<file path="src/rtl/button_pkg.sv">
// Shared constants for the button front end: classifier state encoding and
// default timing, also used by the debouncer timer.
package button_pkg;

  typedef enum logic [2:0] {
    ST_IDLE        = 3'd0,
    ST_PRESSED     = 3'd1,
    ST_LONG_HELD   = 3'd2,
    ST_WAIT_GAP    = 3'd3,
    ST_SECOND_HELD = 3'd4
  } state_t;

  localparam int DEF_LONG_CYCLES   = 8;
  localparam int DEF_GAP_CYCLES    = 6;
  localparam int DEF_REPEAT_CYCLES = 4;
  localparam int DEF_CNT_W         = 8;

endpackage

</file>
<file path="src/rtl/button_press_classifier_if.sv">
// Button level in, classified one-cycle event pulses out.
interface button_press_classifier_if;

  logic debounced;
  logic short_press;
  logic long_press;
  logic double_press;
  logic repeat_press;
  logic busy;

  modport master (
    output debounced,
    input  short_press, long_press, double_press, repeat_press, busy
  );

  modport slave (
    input  debounced,
    output short_press, long_press, double_press, repeat_press, busy
  );

endinterface

</file>
<file path="src/rtl/level_edge_detect.sv">
// Registers the previous level sample and decodes rising/falling edges.
module level_edge_detect #(
  parameter logic RESET_VAL = 1'b0
) (
  input  logic clk,
  input  logic reset,
  input  logic level,
  output logic rise,
  output logic fall
);

  logic prev;

  always_ff @(posedge clk) begin
    if (reset) prev <= RESET_VAL;
    else       prev <= level;
  end

  assign rise = level & ~prev;
  assign fall = ~level & prev;

endmodule

</file>
<file path="src/rtl/button_press_classifier.sv">
// Turns a debounced button level into short/long/double/repeat event pulses.
//   state       | meaning
//   IDLE        | waiting for a fresh rising edge
//   PRESSED     | first press held, timing towards long press
//   LONG_HELD   | long press fired, auto-repeat while held
//   WAIT_GAP    | released, waiting to see if a second press follows
//   SECOND_HELD | double fired, waiting for release
module button_press_classifier
  import button_pkg::*;
#(
  parameter int LONG_CYCLES   = DEF_LONG_CYCLES,
  parameter int GAP_CYCLES    = DEF_GAP_CYCLES,
  parameter int REPEAT_CYCLES = DEF_REPEAT_CYCLES,
  parameter int CNT_W         = DEF_CNT_W
) (
  input  logic                      clk,
  input  logic                      reset,
  button_press_classifier_if.slave  bus
);

  localparam logic [CNT_W-1:0] LONG_LAST   = CNT_W'(LONG_CYCLES - 1);
  localparam logic [CNT_W-1:0] GAP_LAST    = CNT_W'(GAP_CYCLES - 1);
  localparam logic [CNT_W-1:0] REPEAT_LAST = CNT_W'(REPEAT_CYCLES - 1);

  state_t           state, state_nxt;
  logic [CNT_W-1:0] cnt, cnt_nxt;
  logic             rise, fall_unused;
  logic             short_q, long_q, double_q, repeat_q;
  logic             short_nxt, long_nxt, double_nxt, repeat_nxt;

  // prev resets high so a button held through reset is not seen as a press
  level_edge_detect #(.RESET_VAL(1'b1)) u_edge (
    .clk   (clk),
    .reset (reset),
    .level (bus.debounced),
    .rise  (rise),
    .fall  (fall_unused)
  );

  always_ff @(posedge clk) begin
    if (reset) begin
      state    <= ST_IDLE;
      cnt      <= '0;
      short_q  <= 1'b0;
      long_q   <= 1'b0;
      double_q <= 1'b0;
      repeat_q <= 1'b0;
    end else begin
      state    <= state_nxt;
      cnt      <= cnt_nxt;
      short_q  <= short_nxt;
      long_q   <= long_nxt;
      double_q <= double_nxt;
      repeat_q <= repeat_nxt;
    end
  end

  // Counter only advances in timed states and clears on every state change
  always_comb begin
    state_nxt = state;
    cnt_nxt   = cnt;
    case (state)
      ST_IDLE: begin
        cnt_nxt = '0;
        if (rise) state_nxt = ST_PRESSED;
      end
      ST_PRESSED: begin
        if (!bus.debounced) begin
          state_nxt = ST_WAIT_GAP;
          cnt_nxt   = '0;
        end else if (cnt == LONG_LAST) begin
          state_nxt = ST_LONG_HELD;
          cnt_nxt   = '0;
        end else begin
          cnt_nxt = cnt + CNT_W'(1);
        end
      end
      ST_LONG_HELD: begin
        if (!bus.debounced) begin
          state_nxt = ST_IDLE;
          cnt_nxt   = '0;
        end else if (cnt == REPEAT_LAST) begin
          cnt_nxt = '0;
        end else begin
          cnt_nxt = cnt + CNT_W'(1);
        end
      end
      ST_WAIT_GAP: begin
        if (bus.debounced) begin
          state_nxt = ST_SECOND_HELD;
          cnt_nxt   = '0;
        end else if (cnt == GAP_LAST) begin
          state_nxt = ST_IDLE;
          cnt_nxt   = '0;
        end else begin
          cnt_nxt = cnt + CNT_W'(1);
        end
      end
      ST_SECOND_HELD: begin
        cnt_nxt = '0;
        if (!bus.debounced) state_nxt = ST_IDLE;
      end
      default: begin
        state_nxt = ST_IDLE;
        cnt_nxt   = '0;
      end
    endcase
  end

  always_comb begin
    short_nxt  = 1'b0;
    long_nxt   = 1'b0;
    double_nxt = 1'b0;
    repeat_nxt = 1'b0;
    case (state)
      ST_PRESSED:   long_nxt   = bus.debounced && (cnt == LONG_LAST);
      ST_LONG_HELD: repeat_nxt = bus.debounced && (cnt == REPEAT_LAST);
      ST_WAIT_GAP: begin
        double_nxt = bus.debounced;
        short_nxt  = !bus.debounced && (cnt == GAP_LAST);
      end
      default: ;
    endcase
  end

  assign bus.short_press  = short_q;
  assign bus.long_press   = long_q;
  assign bus.double_press = double_q;
  assign bus.repeat_press = repeat_q;
  assign bus.busy         = (state != ST_IDLE);

endmodule
</file>
<file path="src/flat_wrapper.sv">
// flat-port wrapper written by rule: the top's interface ports become plain ports
module button_press_classifier_flat import button_pkg::*;
#(
  parameter int LONG_CYCLES   = DEF_LONG_CYCLES,
  parameter int GAP_CYCLES    = DEF_GAP_CYCLES,
  parameter int REPEAT_CYCLES = DEF_REPEAT_CYCLES,
  parameter int CNT_W         = DEF_CNT_W
)
  (clk, reset, bus_debounced, bus_short_press, bus_long_press, bus_double_press, bus_repeat_press, bus_busy);
  button_press_classifier_if bus_i ();
  input  logic clk;
  input  logic reset;
  input wire logic [$bits(bus_i.debounced)-1:0] bus_debounced;
  output wire logic [$bits(bus_i.short_press)-1:0] bus_short_press;
  output wire logic [$bits(bus_i.long_press)-1:0] bus_long_press;
  output wire logic [$bits(bus_i.double_press)-1:0] bus_double_press;
  output wire logic [$bits(bus_i.repeat_press)-1:0] bus_repeat_press;
  output wire logic [$bits(bus_i.busy)-1:0] bus_busy;
  assign bus_i.debounced = bus_debounced;
  assign bus_short_press = bus_i.short_press;
  assign bus_long_press = bus_i.long_press;
  assign bus_double_press = bus_i.double_press;
  assign bus_repeat_press = bus_i.repeat_press;
  assign bus_busy = bus_i.busy;
  button_press_classifier #(.LONG_CYCLES(LONG_CYCLES), .GAP_CYCLES(GAP_CYCLES), .REPEAT_CYCLES(REPEAT_CYCLES), .CNT_W(CNT_W)) u_core (.clk(clk), .reset(reset), .bus(bus_i));
endmodule
</file>
<file path="config.mk">
export PLATFORM = sky130hd
export DESIGN_NAME = button_press_classifier_flat
export DESIGN_NICKNAME = d
export VERILOG_FILES = /design/src/rtl/button_pkg.sv /design/src/rtl/button_press_classifier_if.sv /design/src/rtl/level_edge_detect.sv /design/src/rtl/button_press_classifier.sv /design/src/flat_wrapper.sv
export SDC_FILE = /design/constraint.sdc
export NUM_CORES = 1
export LEC_CHECK = 0
export BUFFER_PORTS_ARGS = -buffer_cell sky130_fd_sc_hd__buf_2
export CAP_MARGIN = 10
export CORE_UTILIZATION = 59
export CTS_BUF_LIST = sky130_fd_sc_hd__clkbuf_4
export DETAILED_ROUTE_END_ITERATION = 6
export PLACE_DENSITY_LB_ADDON = 0.08
export SETUP_SLACK_MARGIN = 0.3
export SYNTH_ARGS = -nofsm -noshare
export SYNTH_HDL_FRONTEND = slang
export SYNTH_SLANG_ARGS = --single-unit
</file>
<file path="constraint.sdc">
create_clock -name clk -period 2.1 [get_ports clk]
set_input_delay 0.105 -clock clk [delete_from_list [all_inputs] [get_ports clk]]
set_output_delay 0.105 -clock clk [all_outputs]
set_load 0.01 [all_outputs]
</file>
# ---- Word-level counts from Yosys, hierarchy flattened
# Cells that the tools add are included.
dict set report classes {
  n_shift 0
  bitwise_logic 5
  n_addsub 1
  order_cmp 0
  mux 14
  n_eq_ne 11
  div_mod_pow 0
  reduce_logical 11
  mul 0
}
# operator count
set ops {}
lappend ops {{two-way mux 8 bit} 6}
lappend ops {{one-hot mux 8 bit (3 select lines)} 1}
lappend ops {{two-way mux 3 bit} 6}
lappend ops {{== test 8 x 3 -> 1 bit (second input constant)} 2}
lappend ops {{one-hot mux 3 bit (4 select lines)} 1}
lappend ops {{adder 8 x 1 -> 8 bit (second input constant)} 1}
lappend ops {{== test 8 x 2 -> 1 bit (second input constant)} 1}
lappend ops {{OR reduction 2 bit} 4}
lappend ops {{== test 3 x 2 -> 1 bit (second input constant)} 2}
lappend ops {{!= test 3 x 2 -> 1 bit (second input constant)} 2}
lappend ops {{inverter 1 bit} 4}
lappend ops {{AND reduction 4 bit} 1}
lappend ops {{== test 3 x 1 -> 1 bit (second input constant)} 1}
lappend ops {{== test 3 bit (second input constant)} 1}
lappend ops {{logical AND 1 bit} 3}
lappend ops {{logical NOT 3 bit} 1}
lappend ops {{nonzero test 3 bit} 1}
lappend ops {{!= test 2 x 1 -> 1 bit (second input constant)} 1}
lappend ops {{!= test 2 bit (second input constant)} 1}
lappend ops {{AND 1 bit} 1}
lappend ops {{logical NOT 1 bit} 1}
dict set report totals {
  wordCells 49
  input_bits 3
  ram_bits 0
  n_memories 0
  latchBits 0
  reg_bits 16
  mem_bits_ro 0
}

# ---- Depth between registers and ports, before layout
# Gate-level depths: netlist of run 1.
dict set report depth {
  ltp_word 4
  mapped_depth 7
  mapped_depth_nobuf 7
}

# ---- Modules after synthesis
# Synthesis of run 1 repeated with hierarchy kept, for this count alone.
dict set report unflattened {
  hier_cells 100
  area_unflattened_um2 905.9
}
# module cells_per_inst area_per_inst_um2 instances
set modules_own_cells {}
lappend modules_own_cells {button_press_classifier 96 865.8 1}
lappend modules_own_cells {level_edge_detect 4 40.0 1}

# ---- Worst setup path after synthesis of run 1
# Ideal clock, no wire load.
dict set report synth_path {
  kind {register -> register}
  startpoint {register u_core.cnt[0]}
  endpoint {register u_core.state[1]}
  period_less_slack_ps 1513
  required_ps 2030
  setup_ps 70
  arrival_time_ps 1443
  setup_slack_ps 587
  path_stages_with_launch 7
  path_buffers 0
  cell_sequence {dfxtp_1 -> ha_1 -> nor3b_1 -> o21ai_1 -> o21ai_2 -> or4_1 -> a21oi_1}
}
dict set report synth_between {
  elab_chain_len 3
  elab_cells_between_ends 5
  classes_between {eq/ne (4); reduce/logical (1)}
}
# element line_no
set synth_lines {}
lappend synth_lines {{start: declaration} button_press_classifier.sv:26} ;# logic [CNT_W-1:0] cnt, cnt_nxt;
lappend synth_lines {{start signal: assignment} button_press_classifier.sv:50} ;# cnt <= cnt_nxt;
lappend synth_lines {{== test 8 x 3 -> 1 bit (on tied branches)} {button_press_classifier.sv:71, button_press_classifier.sv:92}}
lappend synth_lines {{!= test 3 x 2 -> 1 bit (no source line)} n/a}
lappend synth_lines {{AND reduction 4 bit (no source line) (*)} n/a}
lappend synth_lines {{end signal: assignment} button_press_classifier.sv:49} ;# state <= state_nxt;
lappend synth_lines {{end: declaration} button_press_classifier.sv:25} ;# state_t state, state_nxt;
# Every way passes the cells marked *; elsewhere a longest branch is shown, timed or not.
# A chain may end at the register's enable or synchronous reset.

# ---- Worst setup path in the final report of run 1
# Same ends and word-level chain as after synthesis.

==> qor.tcl, run 1 <==
set qor(vias) 642
set qor(synthCells) 89
set qor(drc) 0
set qor(setup_viol) 0
set qor(crit_path_cell_trace) {ha_2 -> nor3b_1 -> o21ai_1 -> o21ai_2 -> or4_1 -> a21oi_1}
set qor(family_with_the_most_delay_on_the_worst_path) {simple AND/OR/NAND/NOR gates}
set qor(synth_largest_area_cell) {sky130_fd_sc_hd__dfxtp_1}
set qor(cap_viol_max_count) 0
set qor(timing.final.max_slew_violations) 0
set qor(yosys_register_bits) 16
set qor(pre_cts_slack_ns) 0.4392
set qor(critPathKind) {reg2reg}
set qor(numPlacedInstances) 107
set qor(fin_worst_hold_slack_ns) 0.04962
set qor(worst_setup_skew_after_layout_ns) 0.004960
set qor(placed_area_um2) 834.6
set qor(layout_worst_path_cycle_share_pct) 79.41
set qor(critical-path-max-stage-delay_ns) 0.42
set qor(worst_hold_path_type) {in2reg}
set qor(synth-edff-count) 0
set qor(gp_congestion) 0.8830
set qor(yosysSeqAreaShare_pct) 39.88
set qor(grt_max_degree) 16
set qor(global_route.overflow_total) 0
set qor(detail_route.wirelength_um) 1445
set qor(ctsHtreeMaxLevel) 1
set qor(die_h_um) 38.90
set qor(post_route_cell_area_um2) 875.8
set qor(synthArstFlopShare_pct) 0
set qor(tritoncts) {built}
set qor(clkLatencyLatePin_ns) 0.28
set qor(fmax_ghz) 0.5996
set qor(cp-end-kind) {flop}
set qor(synth.cell_area_um2) 803.3
set qor(post_cts_buffers) 0
set qor(worst-path-buf-inv) 0
set qor(row_count) 12
set qor(detailedPlacementHpwl_um) 1017
set qor(start_util_pct) 67.72
set qor(worstMarginPinSlew_ns) 0.3527
set qor(first_pass_grt_wire_length_um) 2477
set qor(synth.distinct_cells) 35
set qor(fillers) 85
set qor(mappedNetlistNets) 95
set qor(ys.flop_type) {sky130_fd_sc_hd__dfxtp_1}
set qor(fin_ws_ns) 0.4323
set qor(syn_avg_cell_area_um2) 9.026
set qor(antenna-diode-count) 0
set qor(drt-vias-per-instance) 5.784
set qor(rsz0062_at_grt) {false}
set qor(finalNonFillerCells) 111
set qor(die_ar_um2) 1513
set qor(clock-sinks) 16
set qor(total_iterations_of_the_first_detailed_routing_run) 4
set qor(grt_antenna_before_repair) 0
set qor(synth_top_area_share_pct) 39.88
set qor(worst-path-max-fanout) 6
set qor(final_layout_size_suffix_gt1_share_pct) 21.65
set qor(port-buffer-count) 7
set qor(final_nets) 104
set qor(worst_setup_hold_path_clk_slew_ns) 0.09
set qor(power_density_nw_per_um2) 624.5
set qor(yosys-top-cells-area) {sky130_fd_sc_hd__dfxtp_1 (40%), sky130_fd_sc_hd__ha_1 (4.7%), sky130_fd_sc_hd__nor2_1 (4.7%)}
set qor(finalCoreUtilization_pct) 73.84
set qor(critical_path_required_ns) 2.31
set qor(finalCriticalPeriod_ns) 1.668
set qor(yosysWarningCount) 0
set qor(design_power_total_mw) 0.5469
set qor(clock_tree.buffer_depth) 2
set qor(postRouteAntennaNets) 0
set qor(drt_iter0_drc) 22
set qor(buffer_cell_driving_the_clock_tree_root) {sky130_fd_sc_hd__clkbuf_4}
set qor(run_status) {complete, no violations}
set qor(crit_path_start_kind) {flop}
set qor(critical_path.slowest_cell) {sky130_fd_sc_hd__dfxtp_1}
set qor(grt_usage_pct) 24.16
set qor(die_width_um) 38.90
set qor(synth_to_layout_area_growth_pct) 9.034
set qor(timing.max_slew.rel_slack_pct) 76.45
set qor(vdd.ir_drop.worst_v) 0.0004818
set qor(final_hold_viol_count) 0
set qor(setup_total_negative_slack_ns) 0
set qor(first_global_vias) 574
set qor(cp.arrival_ns) 1.88
set qor(core_region_area_um2) 1186
set qor(numCtsBuffers) 3
set qor(routedWlPerCell_um) 13.02
set qor(ioPinCount) 8
set qor(power.leakage_nw) 0.3349
==> synth_stat cells, types with 2 or more instances <==
cell type,n
sky130_fd_sc_hd__and3_1,3
sky130_fd_sc_hd__nor3b_1,3
sky130_fd_sc_hd__ha_1,3
sky130_fd_sc_hd__dfxtp_1,16
sky130_fd_sc_hd__nor2b_1,5
sky130_fd_sc_hd__a21oi_1,3
sky130_fd_sc_hd__nand2_1,2
sky130_fd_sc_hd__nor2_1,10
sky130_fd_sc_hd__xor2_1,4
sky130_fd_sc_hd__o21ai_0,5
sky130_fd_sc_hd__a211oi_1,3
sky130_fd_sc_hd__buf_2,2
sky130_fd_sc_hd__inv_1,2
sky130_fd_sc_hd__o21ai_1,2
sky130_fd_sc_hd__nand3_1,5
sky130_fd_sc_hd__or2_2,2
==> area by class of cell <==
cell class              instances  area, um2  area share [%]
clock inverters                 1      3.754          0.4286
clock buffers                   3      22.52           2.571
well taps                      14      17.52           2.000
flip-flops and latches         16      321.6           36.71
multi-input cells              68      467.9           53.43
inverters                       2      7.507          0.8571
repair buffers                  7      35.03           4.000
==> where the power goes <==
group | internal, mW | switching [mW] | total (mW)
Sequential | 0.310 | 0.0152 | 0.325
Clock | 0.0688 | 0.0939 | 0.163
Combinational | 0.0261 | 0.0331 | 0.0592
Total | 0.405 | 0.142 | 0.547
==> worst register-to-register path: stages (launching register included) <==
cell                      delay [ns]
sky130_fd_sc_hd__dfxtp_1        0.42
sky130_fd_sc_hd__ha_2           0.27
sky130_fd_sc_hd__nor3b_1        0.07
sky130_fd_sc_hd__o21ai_1        0.20
sky130_fd_sc_hd__o21ai_2        0.12
sky130_fd_sc_hd__or4_1          0.40
sky130_fd_sc_hd__a21oi_1        0.12
==> sequential cells by signal, summed over array words and instances, names as in the netlist <==
signal and flops:
u_core.bus.repeat_press 1, u_core.bus.short_press 1, u_core.u_edge.prev 1, u_core.state 3, u_core.bus.double_press 1, u_core.cnt 8
u_core.bus.long_press 1
==> kinds of logic (layout without fill, tap and decap cells) <==
group	Yosys count	count (layout)	share of synthesized area (%)
buf+inv	5	13	3.583
flops	16	16	39.88
simple gates	40	40	29.29
xor+xnor	5	5	5.451
fa+ha+maj	3	3	4.673
compound gates	20	20	17.13
==> routing by layer <==
metal	GRT usage (%)	wire [um]	part of all wire, %
met5	0	0	0
met4	8.621	10	0.69
met3	7.514	51	3.5
met2	35.83	626	43
met1	32.51	756	52
==> path summary, 6_finish.rpt <==
kind | endpoint | slack (ns) | start | depth (start not counted)
max | u_core.state[1] | 0.43 | u_core.cnt[0] | 6
min | u_core.state[1] | 0.05 | reset | 2
min reg2reg | u_core.cnt[0] | 0.51 | u_core.cnt[0] | 1
max reg2reg | u_core.state[1] | 0.43 | u_core.cnt[0] | 6
==> cell usage in the layout, fill, tap and decap left out, drive strengths merged, types with 2 or more instances in the layout <==
| cell | count |
|---|---|
| nor2b | 5 |
| a21oi | 3 |
| dfxtp | 16 |
| clkbuf | 3 |
| or2 | 2 |
| nor3b | 3 |
| inv | 2 |
| o21ai | 8 |
| xor2 | 4 |
| buf | 7 |
| a211oi | 3 |
| and3 | 5 |
| ha | 3 |
| nand2 | 2 |
| nand3 | 5 |
| nor2 | 10 |
==> timing repair <==
item                       4_1_cts  5_1_grt
setup endpoints to repair        0        3
hold buffers                     0        0
gates resized for setup          0        3
(Power assumes the default switching activity.)
==> run 2: changes to the inputs <==
==> constraint.sdc (replaced) <==
create_clock -name clk -period 1.6 [get_ports clk]
set_input_delay 0.08 -clock clk [delete_from_list [all_inputs] [get_ports clk]]
set_output_delay 0.08 -clock clk [all_outputs]
set_load 0.01 [all_outputs]
==> run 2 against run 1 <==
Clock-buffer cell count stayed put. Cell count is 11% higher. Hold slack got worse by 0.015 ns. Design area grew 28%. Die area stayed put. Utilization up 21 points. Non-clock buffer count increased by 12. Maximum frequency increased by 10%. Register-to-register slack worse by 0.35 ns. Clock power grew 39%. Largest cell class unchanged.
==> qor.tcl, run 2 (same netlist as run 1, synthesis figures left out) <==
set qor(run_status) {complete, no violations}
set qor(postRouteAntennaNets) 0
set qor(synth_to_layout_area_growth_pct) 39.41
set qor(cp-end-kind) {flop}
set qor(power.share.switching_pct) 29.36
set qor(layout_worst_path_cycle_share_pct) 94.69
set qor(die_ar_um2) 1513
set qor(clock-sinks) 16
set qor(r2r_start) {u_core.cnt[7]}
set qor(first_global_vias) 654
set qor(crit_path_cell_trace) {nor3_4 -> and3_4 -> o21ai_2 -> or4_4 -> a21oi_2}
set qor(switchingPower_mw) 0.2340
set qor(first_pass_grt_wire_length_um) 3132
set qor(drt_iter0_drc) 43
set qor(fin_ws_ns) 0.08497
set qor(clkLatencyLatePin_ns) 0.29
set qor(gp_congestion) 0.9081
set qor(detail_route.wirelength_um) 2546
set qor(relative_contribution_of_the_clock_network_to_total_power_pct) 28.5
set qor(port-buffer-count) 7
set qor(rsz0062_at_grt) {true}
set qor(largestRegisters) {u_core.cnt: 8 flops, u_core.state: 3 flops}
set qor(cap_viol_max_count) 0
set qor(commonest_cells_after_routing_fill_and_taps_aside) {sky130_fd_sc_hd__nor2_1 (8), sky130_fd_sc_hd__buf_4 (8), sky130_fd_sc_hd__dfxtp_1 (8)}
set qor(pwr-share-seq_pct) 52.2
set qor(critPathKind) {reg2reg}
set qor(finalCriticalPeriod_ns) 1.515
set qor(buffer_cell_driving_the_clock_tree_root) {sky130_fd_sc_hd__clkbuf_4}
set qor(fillers) 31
set qor(number_of_flip_flops_under_the_largest_register_name) 8
set qor(worst_setup_skew_after_layout_ns) 0.001960
set qor(combinationalPowerShare_pct) 19.3
set qor(final_hold_viol_count) 0
set qor(min-delay-start) {reset}
set qor(setup.worst_path.start) {u_core.cnt[7]}
set qor(post_cts_hold_buffer_count) 0
set qor(internal-power_mw) 0.5630
set qor(grt_max_degree) 12
set qor(row_count) 12
set qor(die_width_um) 38.90
set qor(critical_path_required_ns) 1.82
set qor(critical-path-max-stage-delay_ns) 0.42
set qor(pre_cts_slack_ns) 0.05748
set qor(cp.arrival_ns) 1.74
set qor(tritoncts) {built}
set qor(final_nets) 116
set qor(worstMarginPinSlew_ns) 0.3141
set qor(drt-vias-per-instance) 6.748
set qor(worst-path-max-fanout) 4
set qor(final_layout_size_suffix_gt1_share_pct) 54.13
set qor(routedWlPerCell_um) 20.70
set qor(timing.max_slew.rel_slack_pct) 79.02
set qor(global_route.overflow_total) 0
set qor(placed_area_um2) 869.6
set qor(worst_setup_hold_path_clk_slew_ns) 0.10
set qor(family_with_the_most_delay_on_the_worst_path) {simple AND/OR/NAND/NOR gates}
set qor(timing.final.max_slew_violations) 0
set qor(antenna-diode-count) 0
set qor(worst-path-buf-inv) 0
set qor(vias) 830
set qor(setup_total_negative_slack_ns) 0
set qor(numCtsBuffers) 3
set qor(vdd.ir_drop.worst_v) 0.0005889
set qor(drc) 0
set qor(grt_antenna_before_repair) 0
set qor(die_h_um) 38.90
set qor(total_iterations_of_the_first_detailed_routing_run) 4
set qor(registers.top_by_ff_count) {u_core.cnt}
set qor(worst_hold_path_type) {in2reg}
set qor(detailedPlacementHpwl_um) 1125
set qor(fmax_ghz) 0.6601
set qor(core_region_area_um2) 1186
set qor(grt_usage_pct) 30.57
set qor(power.leakage_nw) 0.4243
set qor(setup_viol) 0
set qor(ctsHtreeMaxLevel) 1
set qor(start_util_pct) 67.72
set qor(clock_tree.buffer_depth) 2
set qor(post_route_cell_area_um2) 1120
set qor(power_density_nw_per_um2) 711.7
set qor(crit_path_start_kind) {flop}
set qor(critical_path.slowest_cell) {sky130_fd_sc_hd__or4_4}
set qor(ioPinCount) 8
[run 2: final timing paths]
check	cells after the start	slack (ns)	end
worst max-delay path	5	0.08	u_core.state[1]
worst min-delay path	2	0.03	u_core.state[1]
worst max register to register	5	0.08	u_core.state[1]
worst min register to register	2	0.57	u_core.cnt[7]
[run 2: area by class of cell]
| cell class | count | area, um2 | share of cell area, % |
|---|---|---|---|
| Tap cell | 14 | 17.52 | 1.564 |
| Clock inverter | 1 | 3.754 | 0.3352 |
| Timing Repair Buffer | 19 | 140.1 | 12.51 |
| Sequential cell | 16 | 340.3 | 30.39 |
| Multi-Input combinational cell | 68 | 588.1 | 52.51 |
| Clock buffer | 3 | 22.52 | 2.011 |
| Inverter | 2 | 7.507 | 0.6704 |
[run 2: what timing repair did]
item | in CTS | in global routing
cloned | 0 | 0
pin swaps | 10 | 6
endpoints found under the setup margin | 11 | 12
setup buffers | 6 | 4
gates resized for setup | 14 | 26
[run 2: per-layer routing]
layer	vias up	global-route usage, %	routed length (um)
li1	356	-	-
met1	404	44.68	1011
met2	53	45.83	1215
met3	17	4.046	208
met4	0	9.483	110
met5	-	0	0
[run 2: through the flow]
step | utilization (%) | instances | hold slack [ns] | total power [mW]
floorplan | - | 89 | 0.1491 | 0.4907
CTS | 83.86 | 119 | 0.03976 | 0.7415
global placement | 73.31 | 109 | 0.3104 | 0.5128
finish | 94.41 | 123 | 0.03456 | 0.7970
global route | 94.41 | 123 | 0.02461 | 0.8223
detailed placement | 73.31 | 109 | 0.3250 | 0.5164
[run 2: power by group through the flow]
stage | combinational [mW] | clock (mW) | sequential [mW]
floorplan | 0.0720 | 0 | 0.419
global placement | 0.0887 | 0 | 0.424
detailed placement | 0.0910 | 0 | 0.425
CTS | 0.112 | 0.216 | 0.413
global route | 0.162 | 0.244 | 0.417
finish | 0.154 | 0.227 | 0.416
[run 2: worst reg2reg max path: stages (launching register included)]
cell,delay [ns]
sky130_fd_sc_hd__dfxtp_4,0.37
sky130_fd_sc_hd__nor3_4,0.22
sky130_fd_sc_hd__and3_4,0.24
sky130_fd_sc_hd__o21ai_2,0.07
sky130_fd_sc_hd__or4_4,0.42
sky130_fd_sc_hd__a21oi_2,0.13
==> run 3: changes to the inputs <==
--- a/config.mk
+++ b/config.mk
@@ -6,12 +6,13 @@
 export NUM_CORES = 1
 export LEC_CHECK = 0
 export BUFFER_PORTS_ARGS = -buffer_cell sky130_fd_sc_hd__buf_2
-export CAP_MARGIN = 10
-export CORE_UTILIZATION = 59
+export CAP_MARGIN = 20
+export CORE_UTILIZATION = 60
 export CTS_BUF_LIST = sky130_fd_sc_hd__clkbuf_4
 export DETAILED_ROUTE_END_ITERATION = 6
 export PLACE_DENSITY_LB_ADDON = 0.08
 export SETUP_SLACK_MARGIN = 0.3
 export SYNTH_ARGS = -nofsm -noshare
 export SYNTH_HDL_FRONTEND = slang
+export SYNTH_HIERARCHICAL = 1
 export SYNTH_SLANG_ARGS = --single-unit
==> run 3 against run 2 <==
Worst setup slack better by 0.16 ns. Synthesized cell count is 11% higher. Critical path depth is 1 lower. Utilization is 5.1 points lower. Flip-flop and latch count stayed put. Register-to-register slack better by 0.16 ns. Global-route usage is 2.5 points lower. Cell count is 9.8% higher. Largest power group unchanged.
==> qor.tcl, run 3 <==
set qor(detailedPlacementHpwl_um) 1149
set qor(run_status) {complete, no violations}
set qor(die_h_um) 40.70
set qor(die_ar_um2) 1656
set qor(total_iterations_of_the_first_detailed_routing_run) 4
set qor(cap_viol_max_count) 0
set qor(ctsHtreeMaxLevel) 1
set qor(final_hold_viol_count) 0
set qor(vdd.ir_drop.worst_v) 0.0005828
set qor(critical_path.slowest_cell) {sky130_fd_sc_hd__dfxtp_4}
set qor(registers.top_by_ff_count) {u_core/cnt}
set qor(power.leakage_nw) 0.4469
set qor(port-buffer-count) 7
set qor(critPathKind) {reg2reg}
set qor(core_region_area_um2) 1350
set qor(r2r.worst_path.cells) 4
set qor(fillers) 56
set qor(commonest_non_fill_non_tap_cell_in_the_layout) {sky130_fd_sc_hd__buf_4}
set qor(finalCoreUtilization_pct) 89.34
set qor(finalCriticalPeriod_ns) 1.359
set qor(largestRegisters) {u_core/cnt: 8 flops, u_core/state: 3 flops}
set qor(antenna-diode-count) 0
set qor(multi_input_comb_area_um2) 644.4
set qor(first_pass_grt_wire_length_um) 2939
set qor(drt_iter0_drc) 18
set qor(rsz0062_at_grt) {true}
set qor(timing.final.max_slew_violations) 0
set qor(crit_path_start_kind) {flop}
set qor(row_count) 13
set qor(number_of_flip_flops_under_the_largest_register_name) 8
set qor(grt_antenna_before_repair) 0
set qor(critical-path-max-stage-delay_ns) 0.37
set qor(cp.arrival_ns) 1.55
set qor(syn_avg_cell_area_um2) 9.074
set qor(setup_total_negative_slack_ns) 0
set qor(worst_hold_path_type) {in2reg}
set qor(global_route.overflow_total) 0
set qor(tritoncts) {built}
set qor(die_width_um) 40.70
set qor(commonest_cells_after_routing_fill_and_taps_aside) {sky130_fd_sc_hd__buf_4 (12), sky130_fd_sc_hd__nand2_1 (9), sky130_fd_sc_hd__dfxtp_1 (8)}
set qor(grt_usage_pct) 28.10
set qor(worst_setup_skew_after_layout_ns) 0.005797
set qor(r2r_start) {u_core/cnt[0]}
set qor(worstMarginPinSlew_ns) 0.3285
set qor(setup_viol) 0
set qor(mappedNetlistNets) 104
set qor(clock_tree.buffer_depth) 2
set qor(final_nets) 126
set qor(numCtsBuffers) 3
set qor(postRouteAntennaNets) 0
set qor(first_global_vias) 681
set qor(fmax_ghz) 0.7360
set qor(gp_congestion) 0.7523
set qor(layout_worst_path_cycle_share_pct) 84.92
set qor(vias) 818
set qor(regToRegSetupSlack_ns) 0.24
set qor(power_density_nw_per_um2) 612.4
set qor(crit_path_cell_trace) {ha_4 -> and2_4 -> a311o_1 -> a221oi_1}
set qor(detail_route.wirelength_um) 2247
set qor(number_of_cells_on_the_worst_hold_path) 2
set qor(synth.cell_area_um2) 898.4
set qor(worst_setup_hold_path_clk_slew_ns) 0.09
set qor(start_util_pct) 66.54
set qor(synthCells) 99
set qor(worst-path-max-fanout) 4
set qor(drc) 0
set qor(clock-sinks) 16
set qor(timing.max_slew.rel_slack_pct) 78.10
set qor(buffer_cell_driving_the_clock_tree_root) {sky130_fd_sc_hd__clkbuf_4}
set qor(ioPinCount) 8
set qor(critical_path_required_ns) 1.79
set qor(routedWlPerCell_um) 16.64
set qor(reg2reg_to) {u_core/state[0]}
set qor(min-delay-start) {reset}
set qor(grt_max_degree) 11
set qor(drt-vias-per-instance) 6.059
set qor(synth_to_layout_area_growth_pct) 34.26
set qor(final_layout_size_suffix_gt1_share_pct) 50.00
set qor(cp-end-kind) {flop}
set qor(clkLatencyLatePin_ns) 0.29
set qor(layout.area.seq_um2) 340.3
set qor(yosysWarningCount) 6
set qor(whs_endpoint) {u_core/state[2]}
[run 3: cell count changes in the layout (fill, tap and decap cells not counted), moves of 3 or more]
cell                      before  now
sky130_fd_sc_hd__xor2_1        4    1
sky130_fd_sc_hd__o21ai_2       4    1
sky130_fd_sc_hd__nor3_1        0    4
sky130_fd_sc_hd__nand2_1       2    9
sky130_fd_sc_hd__xnor2_1       1    4
sky130_fd_sc_hd__a21oi_1       2    5
sky130_fd_sc_hd__nor3b_2       2    5
sky130_fd_sc_hd__nor2_1        8    5
sky130_fd_sc_hd__buf_4         8   12
[run 3: per-layer routing]
layer | wire length, um | up-vias | GRT usage [%] | share of wire, %
met3 | 86 | 6 | 7.065 | 3.8
met2 | 1148 | 24 | 46.43 | 51
met4 | 64 | 0 | 21.67 | 2.8
met5 | 0 | - | 0 | 0
li1 | - | 400 | - | -
met1 | 947 | 388 | 30.43 | 42
[run 3: what timing repair did]
item / CTS / global route
pin swaps: 11 / 8
hold endpoints to repair: 0 / 0
resized for setup: 24 / 10
setup buffers: 9 / 3
hold buffers: 0 / 0
endpoints found under the setup margin: 13 / 13
[run 3: worst max-delay path by stage]
stage,startpoint,end,cells after the start
2_1_floorplan,u_core/cnt[1],u_core/state[0],6
3_3_place_gp,u_core/state[1],u_core/cnt[6],4
3_5_place_dp,u_core/state[1],u_core/cnt[6],4
4_1_cts,u_core/cnt[1],u_core/cnt[4],6
5_1_grt,u_core/cnt[3],u_core/state[0],5
6_report,u_core/cnt[0],u_core/state[0],4
[run 3: cell type report]
cell class	instances	area share, %
tap	15	1.556
clock inverter	1	0.3112
inverter	3	0.9336
sequential	16	28.22
clock buffer	3	1.867
timing repair buffer	22	13.69
multi-input combinational	75	53.42
[run 3: per-stage QoR]
stage	hold WS [ns]	instance area (um2)	cells	total power, mW	worst slack, ns
after global routing	0.04011	1206	135	0.7714	0.1508
after global placement	0.3466	967.2	119	0.5026	0.1763
after detailed placement	0.3524	967.2	119	0.5039	0.1236
final	0.04384	1206	135	0.7387	0.2412
after CTS	0.03086	1140	132	0.7304	0.2739
after floorplan	0.1491	922.1	99	0.4858	0.3018
[run 3: worst max-delay path: cells and delay by family (launching register included)]
kind	cells	cell delay, ns
simple gates	1	0.18
flops	1	0.37
fa+ha+maj	1	0.17
compound gates	2	0.55
[run 3: where the power goes]
part / leakage, nW / switching (mW) / internal (mW) / total, mW
Clock: 0.0154 / 0.124 / 0.0908 / 0.215
Combinational: 0.297 / 0.0600 / 0.0564 / 0.116
Sequential: 0.134 / 0.00959 / 0.398 / 0.407
Total: 0.447 / 0.194 / 0.545 / 0.739
